--- src/rtl/seg7_scan_driver.sv ---
// rtl/seg7_scan_driver.sv - two-digit multiplexed common-anode 7-segment scan driver
//
// Purpose: snapshots the BCD units/tens digits once per scan frame, alternates
// the two digits every SCAN_DIV clocks and decodes BCD to active-low segments,
// with optional leading-zero blanking of the tens digit and a snapshot hold.
//
// Ports:
//   clk      in  1  system clock, rising edge
//   reset    in  1  asynchronous, active-high reset
//   dv       in  4  BCD units digit
//   ch       in  4  BCD tens digit
//   blank_lz in  1  blank the tens digit when its snapshot is 0
//   hold     in  1  freeze the snapshot at frame start
//   seg      out 7  segments {g,f,e,d,c,b,a}, active-low
//   an       out 2  digit enables, active-low; an[0] units, an[1] tens
module seg7_scan_driver #(
  parameter int SCAN_DIV = 4
) (
  input  logic       clk,
  input  logic       reset,
  input  logic [3:0] dv,
  input  logic [3:0] ch,
  input  logic       blank_lz,
  input  logic       hold,
  output logic [6:0] seg,
  output logic [1:0] an
);

  localparam int CW = (SCAN_DIV > 2) ? $clog2(SCAN_DIV) : 1;
  localparam logic [CW-1:0] CNT_MAX = CW'(SCAN_DIV - 1);

  localparam logic [6:0] SEG_DARK = 7'h7F;
  localparam logic [1:0] AN_OFF   = 2'b11;
  localparam logic [1:0] AN_UNITS = 2'b10;
  localparam logic [1:0] AN_TENS  = 2'b01;

  logic [CW-1:0] cnt_q, cnt_d;
  logic          sel_q, sel_d;
  logic [3:0]    snap_dv_q, snap_dv_d;
  logic [3:0]    snap_ch_q, snap_ch_d;
  logic [6:0]    seg_q, seg_d;
  logic [1:0]    an_q, an_d;

  logic tick;
  logic load;

  function automatic logic [6:0] decode(input logic [3:0] v);
    case (v)
      4'd0:    decode = 7'h40;
      4'd1:    decode = 7'h79;
      4'd2:    decode = 7'h24;
      4'd3:    decode = 7'h30;
      4'd4:    decode = 7'h19;
      4'd5:    decode = 7'h12;
      4'd6:    decode = 7'h02;
      4'd7:    decode = 7'h78;
      4'd8:    decode = 7'h00;
      4'd9:    decode = 7'h10;
      default: decode = 7'h3F;
    endcase
  endfunction

  assign tick = (cnt_q == CNT_MAX);
  // Frame start is the tick that leaves the tens slot (sel_q == 1).
  assign load = tick && sel_q && !hold;

  always_comb begin
    cnt_d     = tick ? '0 : cnt_q + CW'(1);
    sel_d     = tick ? ~sel_q : sel_q;
    snap_dv_d = load ? dv : snap_dv_q;
    snap_ch_d = load ? ch : snap_ch_q;
    seg_d     = seg_q;
    an_d      = an_q;
    // Outputs follow the new slot and new snapshot, so a freshly captured
    // units digit is shown on its capture edge.
    if (tick) begin
      if (!sel_d) begin
        an_d  = AN_UNITS;
        seg_d = decode(snap_dv_d);
      end else if (blank_lz && (snap_ch_d == 4'd0)) begin
        an_d  = AN_OFF;
        seg_d = SEG_DARK;
      end else begin
        an_d  = AN_TENS;
        seg_d = decode(snap_ch_d);
      end
    end
  end

  always_ff @(posedge clk or posedge reset) begin
    if (reset) begin
      cnt_q     <= '0;
      sel_q     <= 1'b1;
      snap_dv_q <= 4'd0;
      snap_ch_q <= 4'd0;
      seg_q     <= SEG_DARK;
      an_q      <= AN_OFF;
    end else begin
      cnt_q     <= cnt_d;
      sel_q     <= sel_d;
      snap_dv_q <= snap_dv_d;
      snap_ch_q <= snap_ch_d;
      seg_q     <= seg_d;
      an_q      <= an_d;
    end
  end

  assign seg = seg_q;
  assign an  = an_q;

endmodule

--- config.mk ---
export PLATFORM = sky130hd
export DESIGN_NAME = seg7_scan_driver
export DESIGN_NICKNAME = d
export VERILOG_FILES = /design/src/rtl/seg7_scan_driver.sv
export SDC_FILE = /design/constraint.sdc
export NUM_CORES = 1
export LEC_CHECK = 0
export CAP_MARGIN = 10
export CORE_ASPECT_RATIO = 0.8
export CORE_UTILIZATION = 56
export DETAILED_ROUTE_END_ITERATION = 7
export PLACE_DENSITY_LB_ADDON = 0.25
export SLEW_MARGIN = 20
export SYNTH_ARGS = -nofsm -noshare
export SYNTH_HDL_FRONTEND = slang
export SYNTH_SLANG_ARGS = --single-unit
--- constraint.sdc ---
create_clock -name clk -period 3.4 [get_ports clk]
set_input_delay 0.85 -clock clk [delete_from_list [all_inputs] [get_ports clk]]
set_output_delay 0.85 -clock clk [all_outputs]
set_load 0.02 [all_outputs]
## After elaboration in Yosys (flattened, before gate mapping)

Memories as Yosys holds them, arrays and structs flattened.
Cells that the tools add are included.
Widths: inputs -> output; s select.

| storage, ports and cells | value |
|---|---|
| input port bits | 12 |
| memories kept | 2 |
| memory bits (read-only) | 224 |
| output and inout bits | 9 |
| logic and storage cells | 24 |
| flip-flop bits (word level) | 20 |

| operators by class | value |
|---|---|
| eq/ne operators | 1 |
| bitwise logic cells | 1 |
| $add $sub $neg | 1 |
| multiplexer cells | 8 |
| reductions and logical operators | 5 |

Memories:

| memory | depth | bits a word | read ports | clocked after memory_dff | write ports | line | text |
|---|---|---|---|---|---|---|---|
| (name not given) | 16 | 7 | 1 | 0 | 0 | 48 | `case (v)` |
| (name not given) | 16 | 7 | 1 | 0 | 0 | 48 |  |

Operators by type and width:

| operator | count |
|---|---|
| $mux 7 | 2 |
| $mux 4 | 2 |
| $mux 2 | 3 |
| $logic_not 4->1 | 1 |
| $logic_and 1x1->1 | 3 |
| $add 2x1->2 const B | 1 |
| $eq 2x2->1 const B | 1 |
| $logic_not 1->1 | 1 |
| $mux 1 | 1 |
| $not 1->1 | 1 |

## Longest topological paths before layout

Gate-level depths: netlist (run 1).

| logic depth | value |
|---|---|
| depth in word-level cells | 8 |
| mapped depth | 11 |

## Worst setup path after synthesis (run 1)

Ideal clock, no wire load.

| path | value |
|---|---|
| path kind | in2reg |
| from | in hold |
| to | reg seg_q[4], in the netlist seg[4] |
| setup slack | 1.047 ns |
| stages on the path | 8 |
| library setup time | 0.098 ns |
| required time | 3.302 ns |
| arrival time | 2.254 ns |
| path buffers | 1 |
| cell sequence | nand2b_4 > buf_6 > mux2i_1 > inv_1 > ha_1 > mux2i_1 > o21ai_0 > a221oi_1 |

| on the way | value |
|---|---|
| longest elaborated chain between the ends | 7 |
| elaborated cells on any way between the ends | 10 |
| classes of those cells | 4 x mux; 4 x reduce/logical; 2 x memory |

RTL lines:

| element | line | text |
|---|---|---|
| from (decl) | 24 | `input logic hold,` |
| $logic_not 1->1 * | 65 | `assign load = tick && sel_q && !hold;` |
| $logic_and 1x1->1 * | 65 |  |
| $mux 4 * | 71 | `snap_ch_d = load ? ch : snap_ch_q;` |
| net snap_ch_d[1] | 40 | `logic [3:0] snap_ch_q, snap_ch_d;` |
| parallel branches: the longest is 2 deep, another holds $mem_v2 16x7 | -- |  |
| $mux 7 * | 80 | `end else if (blank_lz && (snap_ch_d == 4'd0)) begin` |
| $mux 7 * | 77 | `if (!sel_d) begin` |
| to (signal assigned) | 103 | `seg_q <= seg_d;` |
| to (decl) | 41 | `logic [6:0] seg_q, seg_d;` |

Mark *: on every way through the listed nets, which the timed path passes.
A chain may end at the register's enable or synchronous reset.

## Worst setup path in the final report (run 1)

Ends and elaborated chain as after synthesis.

==> out/qor.txt, run 1 <==
status: finished clean
Syn Std Cell Area: 1277 sq um
Max Clock Freq: 354.8 MHz
syn_area_per_cell: 10.47 sq um
Syn. warnings: 0
antenna viol nets, final: 0
vias: 976
first-pass GRT wire length: 4.616 mm
share of cells above drive strength 1: 0.1793
CTS sink count: 20
unrepaired setup endpoints after global routing: no
HPWL after detailed placement: 2.054 mm
NumNets Final: 169
die area: 2477 sq um
WP data arrival: 3050 ps
launch point of the worst path: hold
cells after synthesis: 122
reg-to-reg startpoint: cnt_q[0]
crit path time final: 2818 ps
later-pin clock latency in the skew report: 320 ps
crit start category: primary input
Pwr Density: 379.6 nW/um^2
initial core utilization: 0.5919
# rows: 15
clk_skew: 14.10 ps
Sequential cell area: 513.0 sq um
Synth Register Bits: 20
antenna fix cells: 0
CP Max Fanout: 11
pin count of the biggest net entering global routing: 21
Placer Congestion: 0.8641
Fillers: 166
depth of the CTS H-tree: 1
IO Count: 21
Die Y: 44.72 um
total power: 0.0005852 W
Slew headroom: 0.4938
total CTS buffers: 3
net count after synthesis: 145
Worst-Margin Slew: 758.5 ps
Hold Slack: 435.3 ps
Reg2Reg Setup Slack: 840 ps
post-cts repair resize count: 0
initial antenna violation count: 0
grt ovf: 0
core area: 2158 sq um
final cell utilization of the core: 0.7142
Max-Cap Viols: 0
Crit Path Class: primary input to flop
post-route setup slack: 581.8 ps
Final setup viols: 0
WP data required: 3630 ps
TritonCTS clock tree: built
die width: 55.40 um
reg2reg end: seg[4]
Iteration-0 DRC Markers: 21
Vias/cell: 5.741
DRT Pass-1 Iters: 3
area of the multi-input gates: 681.9 sq um
period utilization: 0.8289
DR WL/cell: 16.01 um
CP Capture Type: flop
clk buf depth: 2
clk slew on worst S/H paths: 120 ps
post-synthesis sequential area ratio: 0.4016
CTS Hold Bufs: 0
Fin. Hold Viols: 0
R2R depth: 9
number of port buffers: 20
final WL: 2.721 mm
setup bufs post-CTS: 0
layout overhead on the synthesized area: 20.67%
dpl ws: 235.7 ps
synth unique cells: 37
Hold Path Class: flop to flop
max-slew violations: 0
Worst Setup EP: seg[4]
vias in the first global route: 987
VDD IR max: 0.3341 mV
residual DRC count: 0
GRT Util Overall: 0.2511
setup TNS: 0 ps
LEAKAGE: 0.6903 nW
CTS Root Cell: clkbuf_4
==> cell type report <==
cell class	count	area share
tap	25	0.02029
multi-input combinational	82	0.4424
sequential	20	0.3328
inverter	17	0.04140
timing repair buffer	22	0.1396
clock buffer	4	0.02354
==> routing by layer <==
metal  global-route usage  up-vias  part of all wire
met3              0.07163        5             0.036
met2               0.4120       16              0.46
li1                     -      490                 -
met1               0.3204      465              0.49
met5                    0        -                 0
met4               0.1050        0             0.014
==> how the worst min path moves through the flow <==
stage	cells after the start	slack [ps]	to	startpoint
2_1_floorplan	1	400	cnt_q[0]	cnt_q[0]
4_1_cts	1	450	cnt_q[0]	cnt_q[0]
6_report	1	440	cnt_q[0]	cnt_q[0]
5_1_grt	1	470	cnt_q[0]	cnt_q[0]
3_5_place_dp	1	430	cnt_q[0]	cnt_q[0]
3_3_place_gp	1	420	cnt_q[0]	cnt_q[0]
==> report_power, final <==
part	switching, W	internal (W)
Sequential	0.0000140	0.000269
Clock	0.0000769	0.0000655
Combinational	0.0000838	0.0000755
Total	0.000175	0.000410
==> critical path, cell delays in order <==
cell	delay (ps)
clkdlybuf4s50_1	550
nand2b_4	260
mux2i_1	480
inv_1	200
ha_1	240
mux2i_1	110
o21ai_0	80
a221oi_1	270
==> state kept, by name, indices dropped and copies added, names as in the netlist <==
register   flops
seg            7
snap_ch_q      4
snap_dv_q      4
an             2
cnt_q          2
sel_q          1
==> placed cells by master, fill, tap and decap left out, types with 2 or more instances in the layout <==
cell type,netlist,layout
mux2i_1,8,8
or4b_1,2,2
nand2_1,7,7
a21oi_1,6,6
nor2_1,6,6
o22ai_1,3,3
dfrtp_1,10,10
ha_1,11,11
a32oi_1,2,2
a22o_1,4,4
o21ai_0,6,6
clkbuf_4,0,3
o211ai_1,3,3
dfstp_2,10,10
o31a_1,3,3
buf_4,0,2
mux2_2,2,2
clkdlybuf4s50_1,0,20
inv_1,17,17
==> synth_stat cells <==
cell,count,area [sq um]
a32oi_1,2,17.52
mux2_2,2,22.52
a311oi_4,1,26.28
o31ai_2,1,12.51
a31o_2,1,8.760
buf_6,1,11.26
nor4bb_1,1,10.01
o2bb2ai_1,1,8.760
or4b_1,2,20.02
nor2b_1,1,6.260
nand2b_4,1,13.76
o31ai_1,1,7.510
ha_1,11,137.6
a21oi_1,6,30.03
dfstp_2,10,262.8
o211ai_1,3,22.52
o22a_1,1,8.760
a221oi_1,1,8.760
nor2_1,6,22.52
nor3b_1,1,7.510
and3_1,1,6.260
and4_4,1,11.26
mux2i_1,8,80.08
nor3_1,1,5.000
a22o_1,4,35.03
mux2i_2,1,13.76
a31oi_1,1,6.260
clkbuf_1,2,7.510
o21ai_0,6,30.03
o31a_1,3,26.28
o221a_2,1,11.26
dfrtp_1,10,250.2
inv_1,17,63.81
mux2_4,1,15.01
nand2_1,7,26.28
nand3_1,1,5.000
o22ai_1,3,18.77
==> cells by family (layout without fill, tap and decap cells) <==
family | after synthesis | count (layout) | synth area share
compound gates | 36 | 36 | 0.2184
fa+ha+maj | 11 | 11 | 0.1077
buf+inv | 20 | 43 | 0.06464
flops | 20 | 20 | 0.4016
mux | 12 | 12 | 0.1028
simple gates | 23 | 23 | 0.1048
==> metrics by stage <==
step / cell area [sq um] / instances
6_report: 1541 / 170
5_1_grt: 1541 / 170
4_1_cts: 1541 / 170
3_5_place_dp: 1505 / 166
3_3_place_gp: 1505 / 166
2_1_floorplan: 1277 / 122
(Power assumes the default switching activity.)
==> run 2, diff against run 1 <==
--- a/config.mk
+++ b/config.mk
@@ -7,7 +7,7 @@
 export LEC_CHECK = 0
 export CAP_MARGIN = 10
 export CORE_ASPECT_RATIO = 0.8
-export CORE_UTILIZATION = 56
+export CORE_UTILIZATION = 47
 export DETAILED_ROUTE_END_ITERATION = 7
 export PLACE_DENSITY_LB_ADDON = 0.25
 export SLEW_MARGIN = 20
==> constraint.sdc (replaced) <==
create_clock -name clk -period 2.5 [get_ports clk]
set_input_delay 0.625 -clock clk [delete_from_list [all_inputs] [get_ports clk]]
set_output_delay 0.625 -clock clk [all_outputs]
set_load 0.02 [all_outputs]
==> run 2 against run 1 <==
Clock skew down 7.1 ps. Via count up 9.0%. Sequential power up 36%. Clock power up 34%. Critical path depth unchanged. Total power up 42%. Cell area up 12%. Largest power group unchanged.
==> out/qor.txt, run 2 (synthesis gave the netlist of run 1 again) <==
status: finished clean
DRT Pass-1 Iters: 4 (+1)
Final setup viols: 0 (unchanged)
DR WL/cell: 14.84 um (-7.3%)
Final Cell Area: 1728 sq um (+12%)
initial core utilization: 0.5105 (-0.08138)
residual DRC count: 0 (unchanged)
Post-Place Cells: 199 (+20%)
Worst-Margin Slew: 768.9 ps (+10.37 ps)
Pwr Density: 480.7 nW/um^2 (+27%)
CTS Root Cell: clkbuf_4
total CTS buffers: 3 (unchanged)
# rows: 16 (+1)
total power: 0.0008306 W (+42%)
depth of the CTS H-tree: 1 (unchanged)
layout overhead on the synthesized area: 35.26%
Max-Cap Viols: 0 (unchanged)
TritonCTS clock tree: built
Iteration-0 DRC Markers: 33 (+57%)
GRT Util Overall: 0.2395 (-0.01164)
vias: 1,064 (+9.0%)
Max Clock Freq: 426.7 MHz
Fin. Hold Viols: 0 (unchanged)
max reg flops: 7 (unchanged)
Vias/cell: 5.241 (-8.7%)
dpl ws: -141.2 ps (-376.8 ps)
post-route setup slack: 156.4 ps (-425.4 ps)
CP Capture Type: flop
pin count of the biggest net entering global routing: 21 (unchanged)
CTS Hold Bufs: 0 (unchanged)
IO Count: 21 (unchanged)
share of cells above drive strength 1: 0.3054 (+0.1261)
die area: 2932 sq um (+18%)
VDD IR max: 0.3117 mV (-6.7%)
die width: 60.29 um (+8.8%)
Hold Path Class: flop to flop
core area: 2502 sq um (+16%)
unrepaired setup endpoints after global routing: no
later-pin clock latency in the skew report: 310 ps (about the same)
setup TNS: 0 ps (unchanged)
final WL: 3.013 mm (+11%)
Placer Congestion: 0.9413 (+8.9%)
Slew headroom: 0.4869 (-0.006918)
post-cts repair resize count: 0 (unchanged)
first-pass GRT wire length: 5.181 mm (+12%)
HPWL after detailed placement: 2.301 mm (+12%)
initial antenna violation count: 0 (unchanged)
WP data required: 2740 ps (-890 ps)
antenna viol nets, final: 0 (unchanged)
Crit Path Class: primary input to flop
period utilization: 0.9374
Die Y: 48.63 um (+8.7%)
most frequent cells in the layout: buf_4 (24), clkdlybuf4s50_1 (20), inv_1 (17)
clk buf depth: 2 (unchanged)
CTS sink count: 20 (unchanged)
Placed Area: 1684 sq um (+12%)
max-slew violations: 0 (unchanged)
Post-Layout Cell Count: 203 (+19%)
clk_skew: 7.018 ps (-7.087 ps)
setup bufs post-CTS: 0 (unchanged)
number of port buffers: 20 (unchanged)
WP data arrival: 2590 ps (-460 ps)
NumNets Final: 191 (+13%)
LEAKAGE: 0.7921 nW (+15%)
clk slew on worst S/H paths: 110 ps (about the same)
grt ovf: 0 (unchanged)
crit start category: primary input
antenna fix cells: 0 (unchanged)
CP Max Fanout: 8 (-3)
crit path time final: 2344 ps
vias in the first global route: 1,131 (+15%)
most common cell after layout, fill and taps aside: buf_4
==> run 2: cell types whose count changed in the layout (fill, tap and decap cells not counted) <==
cell / before / now
buf_4: 2 / 24
ha_1: 11 / 9
ha_2: 0 / 2
nor2b_1: 1 / 0
nor2b_2: 0 / 1
==> run 2: final timing paths <==
kind	end	cells past startpoint	slack, ps	start
max in group asynchronous	cnt_q[1]	2	1270	reset
max reg2reg	seg[4]	11	210	cnt_q[0]
max	seg[2]	8	160	hold
min	cnt_q[0]	1	440	cnt_q[0]
min in group asynchronous	snap_ch_q[2]	2	740	reset
min reg2reg	cnt_q[0]	1	440	cnt_q[0]
==> run 2: layer usage <==
metal | wire (um) | GRT usage | vias up | share of wire
met3 | 108 | 0.04813 | 4 | 0.036
met5 | 0 | 0 | - | 0
met4 | 34 | 0.05814 | 0 | 0.011
met2 | 1384 | 0.3663 | 21 | 0.46
li1 | - | - | 531 | -
met1 | 1486 | 0.3442 | 508 | 0.49
==> run 2: final cells by class <==
type / instances / area, sq um
fill: 204 / 774.5
inverter: 17 / 63.81
tap: 36 / 45.04
sequential: 20 / 513.0
timing repair buffer: 44 / 380.4
multi-input combinational: 82 / 689.4
clock buffer: 4 / 36.28
==> run 2: power by group <==
group / switching [W] / total, W / internal, W / leakage [nW]
clock network: 0.000101 / 0.000190 / 0.0000890 / 0.0210
registers: 0.0000186 / 0.000385 / 0.000366 / 0.223
logic: 0.000124 / 0.000256 / 0.000131 / 0.549
total: 0.000244 / 0.000831 / 0.000587 / 0.792
==> run 2: through the flow <==
step                      hold WS, ps    util
final                           436.3  0.6905
after CTS                       442.5  0.6875
after global routing            465.1  0.6905
after floorplan                 403.1       -
after detailed placement        425.3  0.6730
after global placement          415.9  0.6730
==> run 2: critical path, stage by stage <==
cell and delay, ps:
clkdlybuf4s50_1 550, nand2b_4 240, mux2i_1 90, buf_4 160
ha_1 240, a311oi_4 340, o21ai_0 150, a22o_1 200
==> run 3, diff against run 2 <==
--- a/config.mk
+++ b/config.mk
@@ -9,7 +9,8 @@
 export CORE_ASPECT_RATIO = 0.8
 export CORE_UTILIZATION = 47
 export DETAILED_ROUTE_END_ITERATION = 7
-export PLACE_DENSITY_LB_ADDON = 0.25
+export GPL_TIMING_DRIVEN = 0
+export PLACE_DENSITY = 0.75
 export SLEW_MARGIN = 20
 export SYNTH_ARGS = -nofsm -noshare
 export SYNTH_HDL_FRONTEND = slang
==> run 3 against run 2 <==
Flip-flop and latch count did not move. Cell count fell by 10%. Sequential share of layout area rose by 2.2 points. Die area did not move. Clock-buffer cell count did not move. Critical path depth rose by 1. Worst setup slack got worse by 12 ps. Utilization fell by 4.7 points. Combinational power fell by 12%. Non-clock buffer count fell by 21. Clock power rose by 4%.
==> out/qor.txt, run 3 (synthesis gave the netlist of run 1 again) <==
switching part of the total: 0.3069 (+0.01310)
setup bufs post-CTS: 0 (unchanged)
CP Max Fanout: 10 (+2)
core area: 2502 sq um (unchanged)
total CTS buffers: 3 (unchanged)
most used routing layer: met2
Max Clock Freq: 424.6 MHz (-0.50%)
Fillers: 206 (+0.98%)
NumNets Final: 170 (-11%)
residual DRC count: 0 (unchanged)
Max stage delay on crit path: 400 ps (-150 ps)
Clock Power Share: 0.244 (+0.015)
final cell utilization of the core: 0.6430 (-0.04750)
most common cell after layout, fill and taps aside: clkdlybuf4s50_1
Pwr Density: 501.6 nW/um^2 (+4.3%)
TritonCTS clock tree: built
Post-Layout Cell Count: 182 (-10%)
GRT Util Overall: 0.2174 (-0.02205)
DR WL/cell: 16.16 um (+8.9%)
# rows: 16 (unchanged)
LEAKAGE: 0.6721 nW (-15%)
IO Count: 21 (unchanged)
first-pass GRT wire length: 4.781 mm (-7.7%)
layout overhead on the synthesized area: 25.95%
share of cells above drive strength 1: 0.2123 (-0.09306)
grt ovf: 0 (unchanged)
initial antenna violation count: 0 (unchanged)
status: finished clean
crit start category: flop
M1 GR Usage: 0.2940 (-0.05022)
die width: 60.29 um (unchanged)
CTS sink count: 20 (unchanged)
max-slew violations: 0 (unchanged)
Reg2Reg Setup Slack: 140 ps (-70 ps)
Vias/cell: 5.786 (+10%)
share of total power in combinational logic: 0.277 (-0.031)
HPWL after detailed placement: 2.160 mm (-6.1%)
Worst-Margin Slew: 787.9 ps (+18.98 ps)
Hold Path Class: flop to flop
Post-Place Cells: 178 (-11%)
dpl ws: -539.0 ps (-397.8 ps)
vias: 1,053 (-1.0%)
Fin. Hold Viols: 0 (unchanged)
Iteration-0 DRC Markers: 65 (+97%)
initial core utilization: 0.5105 (unchanged)
Placer Congestion: 0.9176 (-2.5%)
DRT Pass-1 Iters: 4 (unchanged)
WP data arrival: 2600 ps (about the same)
crit path time final: 2355 ps (+11.83 ps)
pin count of the biggest net entering global routing: 21 (unchanged)
most frequent cells in the layout: clkdlybuf4s50_1 (19), inv_1 (17), dfstp_2 (10), dfrtp_1 (10), ha_1 (9)
CTS Root Cell: clkbuf_4
Max-Cap Viols: 0 (unchanged)
Int Power: 0.0005594 W (-4.6%)
CP Capture Type: flop
period utilization: 0.9422 (+0.004731)
WP data required: 2740 ps (about the same)
max reg flops: 7 (unchanged)
antenna viol nets, final: 0 (unchanged)
vias in the first global route: 1,018 (-10%)
final WL: 2.942 mm (-2.4%)
unrepaired setup endpoints after global routing: no
routing usage on met2: 0.3535 (-0.01282)
CP max stage cell: dfrtp_1
Die Y: 48.63 um (unchanged)
die area: 2932 sq um (unchanged)
post-route setup slack: 144.6 ps (-11.83 ps)
clk_skew: 2.591 ps (-4.427 ps)
Crit Path Class: flop to flop
crit path cell chain: ha_2 > ha_4 > nand2b_4 > buf_6 > mux2i_4 > ha_1 > a311oi_4 > o22a_1 > o2bb2ai_1
VDD IR max: 0.3196 mV (+2.5%)
Slew headroom: 0.4742 (-0.01267)
grt met3 use: 0.05080 (+0.002674)
clk slew on worst S/H paths: 120 ps (about the same)
later-pin clock latency in the skew report: 310 ps (about the same)
Seq pwr share: 0.478 (+0.014)
Final setup viols: 0 (unchanged)
Sw Pwr: 0.0002476 W (+1.5%)
number of port buffers: 20 (unchanged)
clk buf depth: 2 (unchanged)
antenna fix cells: 0 (unchanged)
depth of the CTS H-tree: 1 (unchanged)
total power: 0.0008070 W (-2.8%)
[run 3: routing by layer]
layer  share of wire  routed length [um]  up-vias
met2            0.49                1442       38
met3           0.056                 166        4
met4           0.013                  38        0
met5               0                   0        -
li1                -                   -      495
met1            0.44                1295      516
[run 3: final cells by class]
class	instances	area, sq um	area share
Inverter	17	63.81	0.03966
Clock buffer	4	36.28	0.02255
Sequential cell	20	513.0	0.3188
Multi-Input combinational cell	82	733.2	0.4557
Buffer	3	18.77	0.01166
Tap cell	36	45.04	0.02799
Timing Repair Buffer	20	198.9	0.1236
[run 3: what timing repair did]
action,in CTS,in global routing
resized for setup,6,5
hold buffers,0,0
setup endpoints to repair,7,7
[run 3: per-stage QoR]
stage	hold slack [ps]	TNS (ps)	cell area (sq um)
2_1_floorplan	403.1	0	1277
3_3_place_gp	414.7	-2738	1523
3_5_place_dp	417.1	-3464	1523
4_1_cts	434.2	0	1579
5_1_grt	468.4	0	1609
6_report	433.3	0	1609
[run 3: power by group through the flow]
stage | sequential [W] | combinational, W | clock [W]
after floorplan | 0.000410 | 0.000110 | 0
after global placement | 0.000388 | 0.000209 | 0
after detailed placement | 0.000390 | 0.000216 | 0
after CTS | 0.000385 | 0.000221 | 0.000198
after global routing | 0.000390 | 0.000242 | 0.000212
final | 0.000386 | 0.000224 | 0.000197
[run 3: worst paths after layout]
| kind | startpoint | cells past startpoint | endpoint |
|---|---|---|---|
| worst max-delay path | cnt_q[0] | 9 | seg[5] |
| worst min-delay path | cnt_q[0] | 1 | cnt_q[0] |
| worst max register to register | cnt_q[0] | 9 | seg[5] |
| worst min register to register | cnt_q[0] | 1 | cnt_q[0] |
| max in group asynchronous | reset | 2 | snap_dv_q[3] |
| min in group asynchronous | reset | 2 | snap_ch_q[1] |
[run 3: worst max-delay path, delay by kind of cell, from the launching register on]
family | cells | cell delay [ps]
muxes | 1 | 330
DFF | 1 | 400
and+or+nand+nor | 1 | 80
adders and majority gates | 3 | 740
AOI/OAI and AO/OA | 3 | 560
buffers and inverters | 1 | 180
==> RTL change 1, RTL diff (flow settings as in run 3) <==
Change the parameter `SCAN_DIV` from 4 to 2.
--- a/src/rtl/seg7_scan_driver.sv
+++ b/src/rtl/seg7_scan_driver.sv
@@ -14,7 +14,7 @@
 //   seg      out 7  segments {g,f,e,d,c,b,a}, active-low
 //   an       out 2  digit enables, active-low; an[0] units, an[1] tens
 module seg7_scan_driver #(
-  parameter int SCAN_DIV = 4
+  parameter int SCAN_DIV = 2
 ) (
   input  logic       clk,
   input  logic       reset,
Formal check against the unedited RTL: not equivalent (Yosys sat finds a counterexample within 4 cycles, from zero or initial values and one cycle with reset high).
==> RTL change 1 against run 3 <==
Sequential cell count decreased by 1. Final area increased by 2.5%. Sequential power decreased by 3%. Clock skew increased by 0.0072 ns. Largest power group unchanged. Global-route usage decreased by 1.7 points. Area after synthesis increased by 1.5%. Wire length decreased by 6.8%. Highest routed layer unchanged. Largest cell class unchanged. Power decreased by 4.0%. Sequential share of layout area decreased by 2.3 points. First-iteration DRC count decreased by 38%. Critical endpoint is now seg[4]. Synthesized cell count increased by 0.82%. Setup slack got worse by 0.049 ns. Non-clock buffer count increased by 6.
==> RTL change 1: results (changes against run 3) <==
[placed_design]
hpwl_um = 2070  ; -4.1%
dpl_worst_slack_ns = -0.707  ; -0.168 ns
io_buffer_count = 20  ; unchanged
finalWeightedCongestion = 0.873  ; -4.9%

[routing]
wl_met2_um = 1250  ; -13%
wirelength_um = 2740  ; -6.8%
firstDrtPassIters = 6  ; +2
top_layer_used = met4
dr_wl_met3_um = 100  ; -40%
via_count = 1039  ; -1.3%
drt-met1-wl_um = 1380  ; +6.7%
drt_first_iter_violations = 40  ; -38%

[clock_tree]
cts_inserted_buffers = 3  ; unchanged
cts.htree.levels = 1  ; unchanged
cts_buffer_depth = 2  ; unchanged
clkTransAtPathRegs_ns = 0.10  ; -0.02 ns
clkLatencyLatePin_ns = 0.29  ; -0.02 ns
root_buffer = clkbuf_4

[final_layout]
largest_reg_flops = 7  ; unchanged
final_cells = 188  ; +3.3%
fin_nets = 175  ; +2.9%
drive_above_1_share = 0.270  ; +0.0574
diodes = 0  ; unchanged
final.fill_count = 213  ; +3.4%

[synth]
yosysUniqueCellTypes = 37  ; unchanged
yosysWarnings = 0  ; unchanged
ys_seq_area_frac = 0.376  ; -0.0251
syn_inst = 123  ; +0.82%
synth_fp_nets = 145  ; unchanged
synth-async-reset-ratio = 1.00  ; unchanged
synthTopCellsByCount = inv_1, dfstp_2, ha_1, mux2i_1, dfrtp_1
synth_top_cells_by_area = dfstp_2, dfrtp_1, ha_1, mux2i_1, mux2_2

[timing]
setup-violations-final = 0  ; unchanged
fin_worst_skew_ns = 0.00979  ; +0.00720 ns
relSlewSlack = 0.532  ; +0.0582

[grt]
grt_start_max_net_pins = 20  ; -4.8%
antenna_found_initial = 0  ; unchanged
grt_pass1_vias = 954  ; -6.3%
grt_pass1_wl_um = 4410  ; -7.8%
grt.total_usage = 0.200  ; -0.0170

[worst_setup_path]
crit_family = buffers and inverters
crit_slowest_cell = clkdlybuf4s50_1
arrival_ns = 2.61  ; about the same
worstPathMaxFanout = 4  ; -6
cpPeakStageDelay_ns = 0.48  ; +0.08 ns

[hold_path]
hp-class = flop to flop

[pwr]
worst_ir_drop_vdd_uv = 330  ; +3.3%
leakage_nw = 0.724  ; +7.8%

[status]
status = complete, no violations

-- RTL change 1: per-layer routing --
layer / global-route usage / vias up
met5: 0 / -
met4: 0.0227 / 0
met3: 0.0398 / 2
met2: 0.310 / 29
met1: 0.299 / 508
li1: - / 500
-- RTL change 1: cells by family (layout without fill, tap and decap cells) --
group / after synthesis / after routing / synth area share
AOI/OAI and AO/OA: 33 / 33 / 0.190
and+or+nand+nor: 24 / 24 / 0.104
DFF: 19 / 19 / 0.376
buffers and inverters: 19 / 48 / 0.0685
muxes: 18 / 18 / 0.164
adders and majority gates: 10 / 10 / 0.0965
-- RTL change 1: report_power, final --
part / internal, mW / switching [mW] / total, mW
Clock: 0.0621 / 0.0876 / 0.150
Sequential: 0.352 / 0.0228 / 0.374
Combinational: 0.120 / 0.130 / 0.251
-- RTL change 1: final timing paths --
path	cells past startpoint	slack, ns	from	end
min	1	0.49	seg[5]	seg[5]
max reg2reg	10	0.23	sel_q	seg[4]
max	10	0.1	hold	seg[4]
max in group asynchronous	2	1.32	reset	snap_dv_q[0]
min in group asynchronous	2	0.73	reset	snap_ch_q[2]
min reg2reg	1	0.49	seg[5]	seg[5]
-- RTL change 1: final cells by class --
type,instances,area share
Multi-Input combinational cell,85,0.460
Sequential cell,19,0.296
Timing Repair Buffer,26,0.149
Inverter,15,0.0357
Tap cell,36,0.0273
Buffer,3,0.0167
Clock buffer,4,0.0159
-- RTL change 1: worst register-to-register path: stages, from the launching register on --
cell and delay, ns:
dfstp_2 0.53, ha_1 0.20, nand2b_4 0.11, buf_12 0.16, mux2i_4 0.20, ha_2 0.21, nand2b_1 0.14, and3_1 0.16
o21ai_1 0.13, a21oi_1 0.08, a311oi_1 0.26
-- RTL change 1: through the flow --
step                TNS [ns]  power (mW)  area, µm²  utilization
CTS                        0       0.779       1620        0.641
global placement       -3.18       0.608       1540        0.611
global route               0       0.822       1650        0.654
floorplan                  0       0.527       1300            -
finish                     0       0.775       1650        0.654
detailed placement     -3.52       0.614       1540        0.611
-- RTL change 1: repair_timing --
item                                    CTS  global route
resized for setup                         7             5
pin swaps                                 0             2
endpoints found under the hold margin     0             0
endpoints found under the setup margin    8             2
buffers inserted                          3             3
==> RTL change 2, RTL diff (flow settings as in run 3) <==
Without the edit above. Put one more register stage on the output `seg`, cleared by the reset. The value now appears one clock later. The other outputs are not delayed to match.
--- a/src/rtl/seg7_scan_driver.sv
+++ b/src/rtl/seg7_scan_driver.sv
@@ -105,7 +105,13 @@
     end
   end
 
-  assign seg = seg_q;
+  always_ff @(posedge clk or posedge reset) begin
+    if (reset) begin
+      seg <= '0;
+    end else begin
+      seg <= seg_q;
+    end
+  end
   assign an  = an_q;
 
 endmodule
Check against the original RTL: not equivalent (a bounded check fails within 4 cycles, from zero or initial values and one cycle with reset high).
==> RTL change 2 against run 3 <==
Utilization rose by 3.4 points. Area after synthesis rose by 17%. Power rose by 28%. Sequential cell count rose by 7. Final area rose by 22%. Largest power group unchanged. Global-route usage fell by 1.5 points. Critical endpoint is now seg_q[1]. Wire length rose by 5.2%. Critical path depth rose by 1. Setup slack got worse by 0.012 ns. Die area rose by 17%.
==> RTL change 2: results (changes against run 3) <==
[pwr]
leakage_nw = 0.867  ; +29%
worst_ir_drop_vdd_uv = 421  ; +32%

[placed_design]
io_buffer_count = 20  ; unchanged
finalWeightedCongestion = 0.851  ; -7.3%
hpwl_um = 2180  ; +1.1%
dpl.cell_count = 194  ; +9.0%

[synth]
yosysWarnings = 0  ; unchanged
synth_area_per_cell_um2 = 11.0  ; +5.3%
synth_fp_nets = 159  ; +9.7%
synth-async-reset-ratio = 1.00  ; unchanged
yosysUniqueCellTypes = 33  ; -11%
synth-main-ff-cell = dfrtp_1
ys_seq_area_frac = 0.459  ; +0.0575
synth_top_cells_by_area = dfrtp_1, dfstp_2, ha_1, mux2i_1, mux2_2
synthTopCellsByCount = dfrtp_1, inv_1, ha_1, dfstp_2

[status]
status = complete, no violations

[grt]
grt_start_max_net_pins = 28  ; +33%
grt_pass1_vias = 1167  ; +15%
grt.total_usage = 0.202  ; -0.0150
grt_pass1_wl_um = 5170  ; +8.1%
antenna_found_initial = 0  ; unchanged

[final_layout]
drive_above_1_share = 0.308  ; +0.0954
top_regs = seg x7, seg_q x7
fin_nets = 193  ; +14%
diodes = 0  ; unchanged

[routing]
vias_per_cell = 5.55  ; -4.1%
wirelength_um = 3100  ; +5.2%
drt_first_iter_violations = 26  ; -60%
via_count = 1149  ; +9.1%

[worst_setup_path]
r2r_start = cnt_q[0]
worstPathMaxFanout = 6  ; -4
rr_endpoint = seg_q[1]
r2r_setup_slack_ns = 0.13
arrival_ns = 2.56  ; -0.04 ns
ff2ff_path_depth = 10  ; +1

[hold_path]
hp-class = flop to flop
holdCritStartpoint = seg_q[5]
whs_path_depth = 0  ; -1
holdPathEnd = seg[5]

[clock_tree]
cts_buffer_depth = 2  ; unchanged
cts.htree.levels = 1  ; unchanged
root_buffer = clkbuf_8
clkLatencyLatePin_ns = 0.28  ; -0.03 ns
clkTransAtPathRegs_ns = 0.10  ; -0.02 ns

[timing]
tightestPinTransition_ns = 0.967  ; +0.179 ns
hold_slack_ns = 0.402  ; -0.0310 ns
fin_worst_skew_ns = 0.00489  ; +0.00230 ns

## RTL change 2: logic make-up (layout without fill, tap and decap cells)
group           Yosys count  after routing  synth area share
mux                      17             17             0.136
flops                    27             27             0.459
compound gates           36             36             0.169
simple gates             22             22            0.0785
buf+inv                  23             56            0.0651
fa+ha+maj                11             11            0.0918
## RTL change 2: timing repair
action,in CTS,in global routing
cloned,0,0
setup buffers,4,5
resized for setup,12,13
pin swaps,2,6
endpoints found under the setup margin,8,7
## RTL change 2: where the power goes
part,leakage [nW],internal (mW),switching (mW),total [mW]
clock,0.0217,0.113,0.146,0.259
combinational,0.542,0.118,0.129,0.247
sequential,0.304,0.498,0.0276,0.525
## RTL change 2: per-layer routing
layer | track usage | share of wire
met3 | 0.0522 | 0.047
met1 | 0.248 | 0.45
met4 | 0.0688 | 0.0032
met2 | 0.349 | 0.50
met5 | 0 | 0
## RTL change 2: worst max-delay path by stage
| stage | from | end | depth (start not counted) |
|---|---|---|---|
| 6_report | cnt_q[0] | seg_q[1] | 10 |
| 5_1_grt | cnt_q[0] | seg_q[6] | 11 |
| 2_1_floorplan | cnt_q[0] | seg_q[0] | 11 |
| 4_1_cts | hold | seg_q[1] | 9 |
| 3_5_place_dp | hold | seg_q[0] | 10 |
| 3_3_place_gp | hold | seg_q[0] | 10 |
## RTL change 2: final cells by class
cell class / count / area (µm²)
Timing Repair Buffer: 29 / 270
Clock buffer: 3 / 41.3
Sequential cell: 27 / 688
Buffer: 5 / 51.3
Multi-Input combinational cell: 86 / 785
Inverter: 18 / 67.6
Clock inverter: 1 / 7.51
Tap cell: 38 / 47.5
Fill cell: 220 / 935
## RTL change 2: stage by stage
stage	power (mW)	setup WS (ns)	utilization	cell area (µm²)	TNS (ns)
floorplan	0.668	0.104	-	1500	0
global placement	0.748	-0.470	0.604	1750	-3.10
detailed placement	0.758	-0.569	0.604	1750	-3.87
CTS	1.02	-0.0234	0.650	1880	-0.0270
global route	1.08	-0.00775	0.677	1960	-0.00775
finish	1.03	0.133	0.677	1960	0
## RTL change 2: worst max-delay path, stage by stage, from the launching register on
cell      delay (ns)
dfrtp_1         0.41
ha_2            0.20
ha_2            0.19
nand2b_4        0.08
buf_12          0.11
buf_12          0.12
mux2_2          0.35
ha_2            0.20
o31a_1          0.33
o31ai_4         0.20
o22ai_1         0.10
